==> src/rtl/mux_scan_pkg.sv <==
// rtl/mux_scan_pkg.sv - shared types and constants for the mux scan sequencer
// Purpose: FSM state enum, settle counter width, default geometry and a
//          constant clog2 used for elaboration-time parameter checks.
// Ports:   none (package).
package mux_scan_pkg;

  typedef enum logic [1:0] {
    ST_IDLE,
    ST_SETTLE,
    ST_SAMPLE,
    ST_DONE
  } state_t;

  localparam int SETTLE_W   = 4;
  localparam int DEF_NUM_CH = 4;
  localparam int DEF_SEL_W  = 2;

  // Smallest r with 2**r >= n; evaluated at elaboration only.
  function automatic int clog2(input int n);
    int r;
    int v;
    r = 0;
    v = 1;
    while (v < n) begin
      v = v * 2;
      r = r + 1;
    end
    return r;
  endfunction

endpackage

==> src/rtl/mux_scan_ctrl_if.sv <==
// rtl/mux_scan_ctrl_if.sv - scan request, mux select/output and word handshake bundle
// Purpose: groups every non-clock signal of mux_scan_ctrl.
// Ports:   start (req in), busy (out), sel (to mux tree), mux_out (from mux tree),
//          data/valid (word out), ready (downstream accept).
//          master = sequencer side, slave = requester / mux tree / consumer side.
interface mux_scan_ctrl_if
  import mux_scan_pkg::*;
#(
  parameter int NUM_CH = DEF_NUM_CH,
  parameter int SEL_W  = DEF_SEL_W
);

  logic              start;
  logic              busy;
  logic [SEL_W-1:0]  sel;
  logic              mux_out;
  logic [NUM_CH-1:0] data;
  logic              valid;
  logic              ready;

  modport master (
    input  start, mux_out, ready,
    output busy, sel, data, valid
  );

  modport slave (
    output start, mux_out, ready,
    input  busy, sel, data, valid
  );

endinterface

==> src/rtl/mux_scan_ctrl_settle_timer.sv <==
// rtl/mux_scan_ctrl_settle_timer.sv - loadable down-counter timing mux settling
// Purpose: load captures value; counts down to zero; expire flags the last
//          settle cycle (count == 1) so the FSM moves to SAMPLE on that edge.
// Ports:   clk, rst (async high), load, value[SETTLE_W-1:0], expire.
module settle_timer
  import mux_scan_pkg::*;
(
  input  logic                clk,
  input  logic                rst,
  input  logic                load,
  input  logic [SETTLE_W-1:0] value,
  output logic                expire
);

  logic [SETTLE_W-1:0] cnt;

  always_ff @(posedge clk or posedge rst) begin
    if (rst) begin
      cnt <= '0;
    end else if (load) begin
      cnt <= value;
    end else if (cnt != '0) begin
      cnt <= cnt - 1'b1;
    end
  end

  assign expire = (cnt == SETTLE_W'(1));

endmodule

==> src/rtl/mux_scan_ctrl.sv <==
// rtl/mux_scan_ctrl.sv - steps a NUM_CH:1 mux select and assembles one sample word
// Purpose: on start, walks sel 0..NUM_CH-1, waits SETTLE cycles after each
//          select change, samples mux_out, then offers the word on data/valid
//          until ready. All outputs come straight from flops.
// Ports:   clk, rst (async high), bus (mux_scan_ctrl_if.master).
// Option:  MUX_SCAN_CONT_EN - after each handshake start the next scan at once
//          instead of returning to IDLE.
module mux_scan_ctrl
  import mux_scan_pkg::*;
#(
  parameter int NUM_CH = DEF_NUM_CH,
  parameter int SEL_W  = DEF_SEL_W,
  parameter int SETTLE = 1
) (
  input  logic            clk,
  input  logic            rst,
  mux_scan_ctrl_if.master bus
);

  if (SEL_W != clog2(NUM_CH) || NUM_CH < 2 || NUM_CH > 64 || (1 << SEL_W) != NUM_CH) begin : g_bad_geometry
    $error("mux_scan_ctrl: NUM_CH must be a power of two in 2..64 and SEL_W == clog2(NUM_CH)");
  end
  if (SETTLE < 0 || SETTLE > (1 << SETTLE_W) - 1) begin : g_bad_settle
    $error("mux_scan_ctrl: SETTLE out of range");
  end

  // With SETTLE == 0 every scan step goes straight to SAMPLE and the timer idles.
  localparam state_t   SCAN_ENTRY = (SETTLE == 0) ? ST_SAMPLE : ST_SETTLE;
  localparam logic     SETTLE_ON  = (SETTLE != 0);
  localparam logic [SEL_W-1:0] LAST_SEL = SEL_W'(NUM_CH - 1);

  state_t            state_q, state_next;
  logic [SEL_W-1:0]  sel_q, sel_next;
  logic [NUM_CH-1:0] shadow_q, shadow_next;
  logic [NUM_CH-1:0] data_q, data_next;
  logic              valid_q, valid_next;
  logic              busy_q;
  logic              timer_load;
  logic              timer_expire;

  settle_timer u_settle_timer (
    .clk    (clk),
    .rst    (rst),
    .load   (timer_load),
    .value  (SETTLE_W'(SETTLE)),
    .expire (timer_expire)
  );

  always_ff @(posedge clk or posedge rst) begin
    if (rst) begin
      state_q  <= ST_IDLE;
      sel_q    <= '0;
      shadow_q <= '0;
      data_q   <= '0;
      valid_q  <= 1'b0;
      busy_q   <= 1'b0;
    end else begin
      state_q  <= state_next;
      sel_q    <= sel_next;
      shadow_q <= shadow_next;
      data_q   <= data_next;
      valid_q  <= valid_next;
      // Registered from next state so busy lines up with the state register.
      busy_q   <= (state_next != ST_IDLE);
    end
  end

  always_comb begin
    state_next  = state_q;
    sel_next    = sel_q;
    shadow_next = shadow_q;
    data_next   = data_q;
    valid_next  = valid_q;
    timer_load  = 1'b0;

    case (state_q)
      ST_IDLE: begin
        sel_next = '0;
        if (bus.start) begin
          state_next = SCAN_ENTRY;
          timer_load = SETTLE_ON;
        end
      end

      ST_SETTLE: begin
        if (timer_expire) begin
          state_next = ST_SAMPLE;
        end
      end

      ST_SAMPLE: begin
        shadow_next[sel_q] = bus.mux_out;
        if (sel_q != LAST_SEL) begin
          sel_next   = sel_q + 1'b1;
          state_next = SCAN_ENTRY;
          timer_load = SETTLE_ON;
        end else begin
          // Last bit bypasses the shadow so the word is complete this edge.
          data_next             = shadow_q;
          data_next[NUM_CH-1]   = bus.mux_out;
          valid_next            = 1'b1;
          state_next            = ST_DONE;
        end
      end

      ST_DONE: begin
        // start is deliberately not looked at here; it is never queued.
        if (bus.ready) begin
          valid_next = 1'b0;
          sel_next   = '0;
`ifdef MUX_SCAN_CONT_EN
          state_next = SCAN_ENTRY;
          timer_load = SETTLE_ON;
`else
          state_next = ST_IDLE;
`endif
        end
      end

      default: begin
        state_next = ST_IDLE;
      end
    endcase
  end

  assign bus.sel   = sel_q;
  assign bus.data  = data_q;
  assign bus.valid = valid_q;
  assign bus.busy  = busy_q;

endmodule

==> src/flat_wrapper.sv <==
// flat-port wrapper written by rule: the top's interface ports become plain ports
module mux_scan_ctrl_flat import mux_scan_pkg::*;
#(
  parameter int NUM_CH = DEF_NUM_CH,
  parameter int SEL_W  = DEF_SEL_W,
  parameter int SETTLE = 1
)
  (clk, rst, bus_start, bus_mux_out, bus_ready, bus_busy, bus_sel, bus_data, bus_valid);
  mux_scan_ctrl_if #(.NUM_CH(NUM_CH), .SEL_W(SEL_W)) bus_i ();
  input  logic clk;
  input  logic rst;
  input wire logic [$bits(bus_i.start)-1:0] bus_start;
  input wire logic [$bits(bus_i.mux_out)-1:0] bus_mux_out;
  input wire logic [$bits(bus_i.ready)-1:0] bus_ready;
  output wire logic [$bits(bus_i.busy)-1:0] bus_busy;
  output wire logic [$bits(bus_i.sel)-1:0] bus_sel;
  output wire logic [$bits(bus_i.data)-1:0] bus_data;
  output wire logic [$bits(bus_i.valid)-1:0] bus_valid;
  assign bus_i.start = bus_start;
  assign bus_i.mux_out = bus_mux_out;
  assign bus_i.ready = bus_ready;
  assign bus_busy = bus_i.busy;
  assign bus_sel = bus_i.sel;
  assign bus_data = bus_i.data;
  assign bus_valid = bus_i.valid;
  mux_scan_ctrl #(.NUM_CH(NUM_CH), .SEL_W(SEL_W), .SETTLE(SETTLE)) u_core (.clk(clk), .rst(rst), .bus(bus_i));
endmodule
==> config.mk <==
export PLATFORM = sky130hd
export DESIGN_NAME = mux_scan_ctrl_flat
export DESIGN_NICKNAME = d
export VERILOG_FILES = /design/src/rtl/mux_scan_pkg.sv /design/src/rtl/mux_scan_ctrl_if.sv /design/src/rtl/mux_scan_ctrl_settle_timer.sv /design/src/rtl/mux_scan_ctrl.sv /design/src/flat_wrapper.sv
export SDC_FILE = /design/constraint.sdc
export NUM_CORES = 1
export LEC_CHECK = 0
export ABC_AREA = 1
export CAP_MARGIN = 20
export CORE_MARGIN = 10
export CORE_UTILIZATION = 56
export CTS_CLUSTER_DIAMETER = 30
export CTS_CLUSTER_SIZE = 40
export DETAILED_ROUTE_END_ITERATION = 10
export PLACE_DENSITY = 0.94
export SYNTH_ARGS = -nofsm -noshare
export SYNTH_HDL_FRONTEND = slang
export SYNTH_SLANG_ARGS = --single-unit
==> constraint.sdc <==
create_clock -name clk -period 2.2 [get_ports clk]
set_input_delay 0.66 -clock clk [delete_from_list [all_inputs] [get_ports clk]]
set_output_delay 0.66 -clock clk [all_outputs]
set_load 0.01 [all_outputs]
# == After elaboration in Yosys (flattened, before gate mapping) ==
# Index checks and enable logic that the tools add are counted.
# op_classes
magnitude_cmp,2
reduce_logical,10
n_addsub,2
n_bitwise,1
n_mux,19
n_eq_ne,8
# op_table
op,n
2-bit two-way mux,6
4-bit two-way mux,2
2-bit case mux with 4 select lines,1
"2-bit != test, second input constant",3
2-bit case mux with 3 select lines,1
3-bit AND reduction,2
2-bit nonzero test,3
1-bit two-way mux,5
4-bit bitwise mux,1
"2-bit equality test, second input constant",2
"4-bit by 1-bit equality test with 1-bit output, second input constant",1
1-bit case mux with 2 select lines,2
4-bit nonzero test,1
"4-bit by 1-bit subtractor with 4-bit output, second input constant",1
"2-bit by 3-bit less-than comparator with 1-bit output, second input constant",1
3-bit nonzero test,1
"2-bit by 1-bit adder with 2-bit output, second input constant",1
1-bit demux with 2-bit select,1
"2-bit by 1-bit equality test with 1-bit output, second input constant",1
"2-bit by 1-bit greater-or-equal comparator with 1-bit output, second input constant",1
2-bit zero test,1
"2-bit by 1-bit != test with 1-bit output, second input constant",1
2-bit AND reduction,1
1-bit logical AND,1
1-bit NOT,1
# totals
word_cells,49
inputBits,5
regBits,18

# == Logic depth before layout (Yosys ltp) ==
# Gate-level depths: netlist of the first run.
# logic_depth
word_depth,5
mapped_depth,7

# == Cells and area by module ==
# From an unflattened synthesis of the first run, not the netlist that was laid out.
# unflattened
hier_cells,113
hier_area_um2,903.4
# by_module_without_submodules
module,area_per_inst_um2,cells_each,n_inst
mux_scan_ctrl,625.6,76,1
settle_timer,277.8,37,1

# == Least setup slack after synthesis of the first run ==
# OpenSTA, ideal clock, no wires.
# synth_path
kind,register to register
from,reg u_core.sel_q[0] (netlist: u_core.bus.sel[0])
to,reg u_core.u_settle_timer.cnt[0]
n_path_buf,0
required_time_ns,2.083
slack_ns,0.976
path_stages_with_launch,7
setup_time_ns,0.117
t_arrival_ns,1.108
path_cell_list,dfrtp_1 ha_1 inv_1 nand3_1 nand3_2 nand2_1 nand2_1
# synth_via
elab_chain_len,4
# synth_lines
item,line_no,text
start: declaration,mux_scan_ctrl.sv:33,"logic [SEL_W-1:0] sel_q, sel_next;"
start signal: assignment,mux_scan_ctrl.sv:59,sel_q <= sel_next;
2-bit != test *,mux_scan_ctrl.sv:93,if (sel_q != LAST_SEL) begin
1-bit two-way mux *,mux_scan_ctrl.sv:93,
1-bit case mux with 2 select lines *,mux_scan_ctrl.sv:76,case (state_q)
4-bit two-way mux / 2-bit nonzero test (equally long branches),-,
end signal: assignment,mux_scan_ctrl_settle_timer.sv:21,cnt <= value;
end signal: assignment,mux_scan_ctrl_settle_timer.sv:23,cnt <= cnt - 1'b1;
end: declaration,mux_scan_ctrl_settle_timer.sv:15,logic [SETTLE_W-1:0] cnt;
# Every way passes the cells marked *; elsewhere a longest branch is shown, timed or not.
# A chain may end at the register's enable or synchronous reset.

# == Worst setup path in the final report of the first run ==
# layout_path
from,reg u_core.sel_q[0] (netlist: u_core.bus.sel[0])
to,out bus_sel[0]
# layout_rtl
item,line_no,text
end: declaration,flat_wrapper.sv:16,output wire logic [$bits(bus_i.sel)-1:0] bus_sel;
# No word-level cell between the ends.

==> results of run 1 <==
Yosys cell counts (all sizes together):
library cell,count
nand2,33
dfrtp,17
inv,17
nand3,13
nor2,8
ha,7
o21ai,6
nand4,3
a21oi,1
xnor2,1
stage by stage:
stage          power [mW]  hold slack, ns  instance area, sq um
2_1_floorplan      0.9351          0.4594                 897.1
3_3_place_gp        1.070          0.4545                  1037
3_5_place_dp        1.118          0.4725                  1037
4_1_cts             1.296          0.4984                  1065
5_1_grt             1.422          0.5321                  1065
6_report            1.296          0.4914                  1065
layout make-up:
| cell class | instances | area (sq um) | share of cell area [%] |
|---|---|---|---|
| clock inverters | 1 | 5.005 | 0.4700 |
| clock buffers | 3 | 22.52 | 2.115 |
| flip-flops and latches | 17 | 425.4 | 39.95 |
| well taps | 16 | 20.02 | 1.880 |
| inverters | 17 | 63.81 | 5.993 |
| repair buffers | 12 | 120.1 | 11.28 |
| multi-input cells | 72 | 407.9 | 38.31 |
routing by layer:
layer / vias to the layer above / GRT usage (%) / wire, um
met3: 15 / 4.237 / 124
li1: 367 / - / -
met2: 32 / 18.68 / 860
met4: 0 / 10.26 / 133
met5: - / 0 / 0
met1: 345 / 14.43 / 771
power by group:
part | total [mW] | internal [mW] | switching, mW
registers | 0.528 | 0.421 | 0.107
logic | 0.597 | 0.240 | 0.356
clock network | 0.171 | 0.0678 | 0.103
registers in the layout (all words and copies together), names as in the netlist:
register,count
u_core.bus.valid,1
u_core.state_q,2
u_core.bus.busy,1
u_core.bus.sel,2
u_core.bus.data,4
u_core.u_settle_timer.cnt,4
u_core.shadow_q,3
kinds of logic after synthesis:
kind of cell	share of synthesized area, %
AOI/OAI and AO/OA	4.323
xor gates and xnor gates	0.9765
buffers and inverters	7.113
adders and majority gates	9.762
and+or+nand+nor	30.41
DFF	47.42
final timing paths:
path,startpoint,endpoint,slack (ns),cells after the start
setup / recovery,u_core.bus.sel[0],bus_sel[0],0.24,1
hold / removal,u_core.bus.data[2],u_core.bus.data[2],0.49,2
setup reg to reg,u_core.bus.sel[0],u_core.u_settle_timer.cnt[0],0.80,6
hold reg to reg,u_core.bus.data[2],u_core.bus.data[2],0.49,2
max in group asynchronous,rst,u_core.u_settle_timer.cnt[2],1.06,2
min in group asynchronous,rst,u_core.shadow_q[0],0.74,2
==> impl_metrics.env, run 1 <==
export IMPL_syn_nets=118
export IMPL_core_sq_um=1506
export IMPL_dp_cells=134
export IMPL_slowest_stage="clkdlybuf4s50_1"
export IMPL_cts_resized=0
export IMPL_place_gp_congestion=0.7801
export IMPL_cap_violations=0
export IMPL_slew_headroom_pct=57.82
export IMPL_synth_top_area_share_pct=47.42
export IMPL_max_stage_delay_ns=0.57
export IMPL_p_leak_nw=0.5406
export IMPL_ir_drop_uv=633.1
export IMPL_yosysUniqueCellTypes=16
export IMPL_grtUsageTotal_pct=12.66
export IMPL_powerDensity_nw_per_um2=1217
export IMPL_n_fill_cell=117
export IMPL_final_common_cell="nand2_1"
export IMPL_hpwl_mm=1.375
export IMPL_grt_pass1_wl_mm=3.456
export IMPL_ys_warn_count=0
export IMPL_die_h_um=60.03
export IMPL_path_cells="clkdlybuf4s50_1"
export IMPL_synth_area_sq_um=897.1
export IMPL_post_route_min_period_ns=1.961
export IMPL_htree_levels=1
export IMPL_final_cell_mix="nand2_1 (31), dfrtp_1 (17), inv_1 (15)"
export IMPL_cts_inserted_buffers=3
export IMPL_rows=14
export IMPL_cts_setup_buffers=0
export IMPL_ant_nets=0
export IMPL_critical_path_top_delay_family="buffers and inverters"
export IMPL_fin_ws_ns=0.2386
export IMPL_antenna_cells=0
export IMPL_synth_largest_area_cell="dfrtp_1"
export IMPL_period_share_pct=89.15
export IMPL_pre_cts_slack_ns=0.5404
export IMPL_io_pins=13
export IMPL_drive_above_1_share_pct=10.66
export IMPL_cp_max_fo=5
export IMPL_wl_per_cell_um=13.68
export IMPL_drc=0
export IMPL_critical_path_class="flop to output pin"
export IMPL_chipWidth_um=60.03
export IMPL_endpoint_kind="output pin"
export IMPL_clkTransAtPathRegs_ns=0.10
export IMPL_worst_slew_pin_slew_ns=0.6321
export IMPL_finalCoreUtilization_pct=70.68
export IMPL_via_per_inst=5.500
export IMPL_cp_arrival_ns=1.30
export IMPL_hold_class="flop to flop"
export IMPL_synth_area_leaders="dfrtp_1 (47%), nand2_1 (13%), ha_1 (9.8%)"
export IMPL_drt_iter0_drc=21
export IMPL_syn_area_per_cell_sq_um=8.463
export IMPL_nets=135
export IMPL_cts_max_path_buffers=2
export IMPL_first_pass_iters=5
export IMPL_startpoint_type="flop"
export IMPL_path_buf_inv=1
export IMPL_setup_viol=0
export IMPL_clk_latency_ns=0.30
export IMPL_die_area_sq_um=3603
export IMPL_grt_overflow=0
export IMPL_required_ns=1.54
export IMPL_syn2layout_area_growth_pct=18.69
export IMPL_ys_seq_area_share_pct=47.42
export IMPL_hold_viol=0
export IMPL_antenna_found_initial=0
export IMPL_fin_cells=138
export IMPL_num_vias=759
export IMPL_ctsHoldBuffers=0
export IMPL_root_buffer="clkbuf_4"
export IMPL_first_global_vias=760
export IMPL_grt_max_degree=18
export IMPL_start_util_pct=59.55
export IMPL_fmax_mhz=509.8
export IMPL_status="complete, no violations"
export IMPL_totalWireLength_mm=1.888
export IMPL_drv_slew=0
export IMPL_place_port_buffers=12
export IMPL_ys_ff_latch=17
export IMPL_rsz0062_at_grt="no"
export IMPL_synthCells=106
export IMPL_cts_tree="done"
export IMPL_finClkSkew_ns=0.003260
export IMPL_clock_sinks=17
export IMPL_setup_tns_ns=0
Note: power is estimated with default switching activity, not from simulation.
==> inputs of run 2 (changes only) <==
--- a/config.mk
+++ b/config.mk
@@ -7,12 +7,14 @@
 export LEC_CHECK = 0
 export ABC_AREA = 1
 export CAP_MARGIN = 20
+export CELL_PAD_IN_SITES_DETAIL_PLACEMENT = 1
+export CELL_PAD_IN_SITES_GLOBAL_PLACEMENT = 1
 export CORE_MARGIN = 10
-export CORE_UTILIZATION = 56
+export CORE_UTILIZATION = 42
 export CTS_CLUSTER_DIAMETER = 30
 export CTS_CLUSTER_SIZE = 40
 export DETAILED_ROUTE_END_ITERATION = 10
-export PLACE_DENSITY = 0.94
+export PLACE_DENSITY = 0.93
 export SYNTH_ARGS = -nofsm -noshare
 export SYNTH_HDL_FRONTEND = slang
 export SYNTH_SLANG_ARGS = --single-unit
==> impl_metrics.env, run 2 (same netlist as run 1, synthesis figures left out) <==
export IMPL_status="complete, no violations"
export IMPL_final_cell_mix="nand2_1 (31), dfrtp_1 (17), inv_1 (15)"
export IMPL_critical_path_class="flop to output pin"
export IMPL_cts_max_path_buffers=2
export IMPL_cap_violations=0
export IMPL_path_cells="clkdlybuf4s50_1"
export IMPL_cp_max_fo=5
export IMPL_slowest_stage="clkdlybuf4s50_1"
export IMPL_required_ns=1.54
export IMPL_cts_inserted_buffers=3
export IMPL_hpwl_mm=1.716
export IMPL_io_pins=13
export IMPL_hold_viol=0
export IMPL_drt_iter0_drc=22
export IMPL_ctsHoldBuffers=0
export IMPL_wl_met2_mm=1.115
export IMPL_first_global_vias=839
export IMPL_startpoint_type="flop"
export IMPL_seqCellArea_sq_um=425.4
export IMPL_fin_cells=150
export IMPL_start_util_pct=44.81
export IMPL_finClkSkew_ns=0.008104
export IMPL_syn2layout_area_growth_pct=21.06
export IMPL_p_leak_nw=0.5454
export IMPL_hold_class="flop to flop"
export IMPL_period_share_pct=89.63
export IMPL_ir_drop_uv=455.4
export IMPL_worst_slew_pin_slew_ns=0.3098
export IMPL_ant_nets=0
export IMPL_cts_tree="done"
export IMPL_via_per_inst=5.053
export IMPL_clk_latency_ns=0.30
export IMPL_grt_pass1_wl_mm=3.677
export IMPL_n_fill_cell=247
export IMPL_totalWireLength_mm=2.153
export IMPL_cp_arrival_ns=1.31
export IMPL_critical_path_top_delay_family="buffers and inverters"
export IMPL_rsz0062_at_grt="no"
export IMPL_drv_slew=0
export IMPL_fmax_mhz=507.1
export IMPL_path_buf_inv=1
export IMPL_setup_tns_ns=0
export IMPL_post_route_min_period_ns=1.972
export IMPL_place_port_buffers=12
export IMPL_num_vias=758
export IMPL_final_common_cell="nand2_1"
export IMPL_cts_resized=0
export IMPL_grtUsageTotal_pct=10.86
export IMPL_setup_viol=0
export IMPL_clkTransAtPathRegs_ns=0.11
export IMPL_drc=0
export IMPL_slew_headroom_pct=79.35
export IMPL_dr_max_layer_used="met4"
export IMPL_final_cell_area_sq_um=1086
export IMPL_die_area_sq_um=4384
export IMPL_htree_levels=1
export IMPL_max_stage_delay_ns=0.57
export IMPL_place_gp_congestion=0.7227
export IMPL_multi_input_area_sq_um=407.9
export IMPL_grt_max_degree=18
export IMPL_endpoint_kind="output pin"
export IMPL_placed_area_sq_um=1059
export IMPL_first_pass_iters=2
export IMPL_cts_setup_buffers=0
export IMPL_die_h_um=66.22
export IMPL_root_buffer="clkbuf_4"
export IMPL_antenna_cells=0
export IMPL_dp_cells=146
export IMPL_clock_sinks=17
export IMPL_drive_above_1_share_pct=11.38
export IMPL_nets=136
export IMPL_chipWidth_um=66.22
export IMPL_wl_per_cell_um=14.35
export IMPL_powerDensity_nw_per_um2=1205
export IMPL_antenna_found_initial=0
export IMPL_route_met3_wl_um=64
export IMPL_core_sq_um=2002
export IMPL_rows=16
export IMPL_grt_overflow=0
export IMPL_drt_met1_wl_um=914
==> run 2: changes by cell type in the layout (fill, tap and decap cells not counted) <==
cell and delta:
buf_4 +1
==> run 2: layout make-up <==
cell class / count / area share (%)
multi-input combinational: 72 / 37.56
inverter: 17 / 5.876
tap: 27 / 3.111
timing repair buffer: 13 / 11.75
sequential: 17 / 39.17
clock buffer: 3 / 2.074
clock inverter: 1 / 0.4608
==> run 2: worst paths after layout <==
path / from / end / slack [ns] / cells after the start
setup / recovery: u_core.bus.sel[0] / bus_sel[0] / 0.23 / 1
hold / removal: u_core.bus.data[1] / u_core.bus.data[1] / 0.49 / 2
setup reg to reg: u_core.bus.sel[0] / u_core.u_settle_timer.cnt[0] / 0.79 / 6
hold reg to reg: u_core.bus.data[1] / u_core.bus.data[1] / 0.49 / 2
max in group asynchronous: rst / u_core.state_q[1] / 1.36 / 3
min in group asynchronous: rst / u_core.bus.sel[0] / 0.65 / 3
==> run 2: per-stage QoR <==
stage | setup slack (ns) | hold WS (ns) | utilization, % | total power [mW]
after floorplan | 0.9756 | 0.4594 | - | 0.9351
after global placement | 0.5657 | 0.4555 | 52.88 | 1.087
after detailed placement | 0.4834 | 0.4738 | 52.88 | 1.148
after CTS | 0.2138 | 0.4956 | 54.25 | 1.325
after global routing | 0.1627 | 0.5193 | 54.25 | 1.434
final | 0.2281 | 0.4890 | 54.25 | 1.308
==> run 2: per-layer routing <==
metal | vias up | GRT usage (%)
li1 | 366 | -
met1 | 375 | 10.57
met2 | 12 | 20.33
met3 | 5 | 1.864
met4 | 0 | 7.068
met5 | - | 0
==> run 2: where the power goes <==
group,internal [mW],switching (mW),total [mW],leakage (nW)
Sequential,0.422,0.111,0.532,0.209
Clock,0.0678,0.107,0.174,0.0177
Combinational,0.242,0.360,0.601,0.318
Total,0.731,0.577,1.31,0.545
==> run 2: worst min-delay path, cell delays in order (launching register included) <==
cell	delay, ns
dfrtp_1	0.35
nand2_1	0.05
nand2_1	0.05
==> patch 1 (settings of run 2) <==
Reset style: synchronous (`rst`), changed in 2 clocked blocks. Comments in the files are not updated.
--- a/src/rtl/mux_scan_ctrl_settle_timer.sv
+++ b/src/rtl/mux_scan_ctrl_settle_timer.sv
@@ -16,3 +16,3 @@
 
-  always_ff @(posedge clk or posedge rst) begin
+  always_ff @(posedge clk) begin
     if (rst) begin
--- a/src/rtl/mux_scan_ctrl.sv
+++ b/src/rtl/mux_scan_ctrl.sv
@@ -48,3 +48,3 @@
 
-  always_ff @(posedge clk or posedge rst) begin
+  always_ff @(posedge clk) begin
     if (rst) begin
Function: differs if rst is asserted again (counterexample within 4 cycles, from zero or initial values and one cycle with rst high); with rst held inactive, the same outputs for 10 cycles.
==> patch 1 against run 2 <==
Synthesized area down 5.3%. Routed wire length down 5.8%. Design area fell by 5.9%. Total power shrank 32%. Final cell count grew 6.7%. Critical endpoint unchanged. Synthesized cell count grew 11%. Sequential cell count unchanged. Sequential share of layout area shrank 5.9 points. Worst setup slack gained 0.051 ns.
==> patch 1: results (changes against run 2) <==
- Leakage Power: 0.454 nW (was 0.545 nW)
- Peak VDD IR: 457 uV (was 455 uV)
- Crit path DAT: 1.26 ns (was 1.31 ns)
- Worst skew pair latency: 0.30 ns (about the same)
- Crit path from: u_core.bus.sel[0] (unchanged)
- Largest net degree at the start of global routing: 14 (was 18)
- Synthesized Nets: 130 (was 118)
- Crit path capture: bus_sel[0] (unchanged)
- Fin Hold WS: 0.469 ns (was 0.489 ns)
- Share of layout cells above drive strength 1: 7.52% (was 11.4%)
- Overall Global Routing Usage: 10.1% (was 10.9%)
- Port Buffer Count: 12 (unchanged)
- Reg clk slew, reported paths: 0.09 ns (was 0.11 ns)
- Post-layout min period: 1.92 ns (was 1.97 ns)
- Root buf cell: clkbuf_4 (unchanged)
- Post-synthesis async set-or-reset flop share: 0% (was 100%)
- First-pass GRT wire length: 3370 um (was 3680 um)
- Setup bufs post-CTS: 0 (unchanged)
- Status: finished, final reports clean (unchanged)
- GP Congestion: 0.799 (was 0.723)
- Commonest cells in the netlist: 33 x nand2_1, 17 x dfxtp_1, 16 x inv_1, 16 x nand3_1, 10 x a21oi_1 (was 31 x nand2_1, 17 x dfrtp_1, 15 x inv_1, 10 x nand3_1)
- Crit Path Max Fanout: 4 (was 5)
- First DRT Iteration DRCs: 18 (was 22)
- Pre-antenna DRT Iters: 4 (was 2)
- Skew final: 0.00480 ns (was 0.00810 ns)
- Number of global-route vias before repair: 772 (was 839)
- Top post-synthesis cells by area: dfxtp_1 40%, nand2_1 15%, ha_1 10% (was dfrtp_1 47%, nand2_1 13%, ha_1 9.8%)
- Worst reg2reg setup slack: 0.90 ns (was 0.79 ns)
- Syn avg cell area: 7.20 sq um (was 8.46 sq um)
- Crit-path slowest cell: clkdlybuf4s50_1 (unchanged)
- Hold Startpoint: u_core.bus.data[2] (was u_core.bus.data[1])
- Vias: 777 (was 758)
- WL final: 2030 um (was 2150 um)
- Diode count: 0 (unchanged)
- Inst Count DP: 156 (was 146)
- DP Worst Slack: 0.444 ns (was 0.483 ns)
- Unique masters post-synth: 17 (was 16)
- Average wire per standard cell: 12.7 um (was 14.4 um)
- Largest stage delay, worst path: 0.57 ns (about the same)
- Reg2reg path depth: 7 (was 6)
- Reg2reg start: u_core.state_q[1] (was u_core.bus.sel[0])
- Synth warnings: 0 (unchanged)
- Total Nets Final: 146 (was 136)
- FF-to-FF End: u_core.u_settle_timer.cnt[1] (was u_core.u_settle_timer.cnt[0])
- Hold Crit Class: reg -> reg (unchanged)
- Area after DPL: 996 sq um (was 1060 sq um)
- Seq/Total Area, Yosys: 40.1% (was 47.4%)
- Worst slew pin tran: 0.274 ns (was 0.310 ns)
- Post_cts resized: 0 (unchanged)
- Top_reg_cell synth: dfxtp_1 (was dfrtp_1)
- DP HPWL: 1630 um (was 1720 um)
- Top delay family on crit path: buffers and inverters (unchanged)
- CTS buffer count: 3 (unchanged)
==> patch 1: cell type report <==
cell class                 instances  area, sq um
fill                             269          920
multi-input combinational         80          423
tap                               27         33.8
sequential                        17          340
timing repair buffer              13          128
inverter                          19         71.3
clock buffer                       4         26.3
==> patch 1: report_power, final <==
part | leakage [nW] | internal (mW) | switching (mW) | total [mW]
clock | 0.0150 | 0.0707 | 0.101 | 0.172
sequential | 0.139 | 0.350 | 0.0391 | 0.389
combinational | 0.300 | 0.128 | 0.199 | 0.327
total | 0.454 | 0.549 | 0.339 | 0.888
==> patch 1: cell families (layout without fill, tap and decap cells) <==
group / count (synthesis) / count (layout) / share of synthesized area [%]
DFF: 17 / 17 / 40.1
AOI/OAI and AO/OA: 14 / 14 / 8.25
and+or+nand+nor: 58 / 58 / 30.2
adders and majority gates: 7 / 7 / 10.3
buffers and inverters: 21 / 36 / 10.2
xor gates and xnor gates: 1 / 1 / 1.03
==> patch 1: worst min path at each step <==
| stage | end | cells after the start |
|---|---|---|
| floorplan | u_core.shadow_q[0] | 2 |
| global placement | u_core.bus.valid | 2 |
| detailed placement | u_core.bus.data[2] | 2 |
| CTS | u_core.bus.data[2] | 2 |
| global route | u_core.bus.valid | 2 |
| finish | u_core.bus.data[2] | 2 |
==> patch 1: routing by layer <==
metal  GRT usage [%]  vias to the layer above  share of wire, %
li1                -                      401                 -
met5               0                        -                 0
met2            16.9                       13                48
met1            11.0                      358                45
met4            6.42                        0               2.3
met3            3.09                        5               4.9
==> patch 2 (config.mk and constraints of run 2) <==
Without the edit above. Change the package constant `SETTLE_W` from 4 to 3.
--- a/src/rtl/mux_scan_pkg.sv
+++ b/src/rtl/mux_scan_pkg.sv
@@ -13,3 +13,3 @@
 
-  localparam int SETTLE_W   = 4;
+  localparam int SETTLE_W   = 3;
   localparam int DEF_NUM_CH = 4;
Function: no difference found for any inputs over 10 cycles, from zero or initial values and one cycle with rst high; that may be too few to reach the edited logic, so the function may still have changed.
==> patch 2 against run 2 <==
Routed wire length decreased by 18%. Synthesized area decreased by 6.6%. Worst setup slack improved by 0.039 ns. Largest power group unchanged. Total power decreased by 7.8%. Sequential cell count decreased by 1. Clock power decreased by 14%. First-iteration DRC count decreased by 18%. Clock skew decreased by 0.0020 ns. Design area decreased by 7.6%.
==> patch 2: results (changes against run 2) <==
- Overall Global Routing Usage: 9.03% (was 10.9%)
- Top post-synthesis cells by area: dfrtp_1 48%, nand2_1 12%, ha_1 10% (was dfrtp_1 47%, nand2_1 13%, ha_1 9.8%)
- Worst slew pin tran: 0.626 ns (was 0.310 ns)
- Leakage Power: 0.525 nW (was 0.545 nW)
- Total Nets Final: 123 (was 136)
- Unique masters post-synth: 17 (was 16)
- Routed met3 length: 60 um (was 64 um)
- Area after DPL: 981 sq um (was 1060 sq um)
- Share of layout cells above drive strength 1: 13.8% (was 11.4%)
- GP Congestion: 0.766 (was 0.723)
- FF-to-FF End: u_core.bus.busy (was u_core.u_settle_timer.cnt[0])
- Wl on met1: 747 um (was 914 um)
- Largest net degree at the start of global routing: 17 (was 18)
- Status: finished, final reports clean (unchanged)
- Clock network power share: 12.5% (was 13.3%)
- Commonest cells in the netlist: 26 x nand2_1, 16 x dfrtp_1, 14 x inv_1, 8 x nand3_1, 7 x ha_1 (was 31 x nand2_1, 17 x dfrtp_1, 15 x inv_1, 10 x nand3_1)
- Skew final: 0.00609 ns (was 0.00810 ns)
- First-pass GRT wire length: 3080 um (was 3680 um)
- Crit path DAT: 1.27 ns (was 1.31 ns)
- Hold Startpoint: u_core.bus.data[3] (was u_core.bus.data[1])
- Post-Synth XOR/XNOR Area: 0% (was 0.976%)
- Number of global-route vias before repair: 710 (was 839)
- Reg2reg path depth: 5 (was 6)
- Hold endpoint: u_core.bus.data[3] (was u_core.bus.data[1])
- Seq/Total Area, Yosys: 47.8% (was 47.4%)
- M1 GR Usage: 9.71% (was 10.6%)
- Reg clk slew, reported paths: 0.09 ns (was 0.11 ns)
- GR Layer Usage met2: 16.4% (was 20.3%)
- Average wire per standard cell: 13.0 um (was 14.4 um)
- Compound-Gate Fraction of Synth Area: 7.61% (was 4.32%)
- First DRT Iteration DRCs: 18 (was 22)
- Pre-antenna DRT Iters: 4 (was 2)
- Seq pwr: 0.491 mW (was 0.532 mW)
- Worst reg2reg setup slack: 0.85 ns (was 0.79 ns)
## patch 2: per-stage QoR
| step | power [mW] | instances | setup slack, ns | hold WS, ns |
|---|---|---|---|---|
| after floorplan | 0.867 | 95 | 1.04 | 0.459 |
| after global placement | 1.03 | 133 | 0.532 | 0.466 |
| after detailed placement | 1.08 | 133 | 0.500 | 0.477 |
| after CTS | 1.23 | 136 | 0.242 | 0.497 |
| after global routing | 1.33 | 136 | 0.204 | 0.520 |
| final | 1.21 | 136 | 0.267 | 0.489 |
## patch 2: cells by family after synthesis
kind of cell | count (synthesis)
flops | 16
simple gates | 45
fa+ha+maj | 7
buf+inv | 18
compound gates | 9
## patch 2: layout make-up
cell class / count / area (sq um)
flip-flops and latches: 16 / 400
repair buffers: 12 / 120
multi-input cells: 61 / 363
inverters: 17 / 63.8
clock buffers: 3 / 22.5
well taps: 27 / 33.8
fillers: 235 / 918
## patch 2: tightest hold or removal path, cell delays in order, from the launching register on
cell and delay (ns):
dfrtp_1 0.35, nand2_1 0.06, o21ai_2 0.05
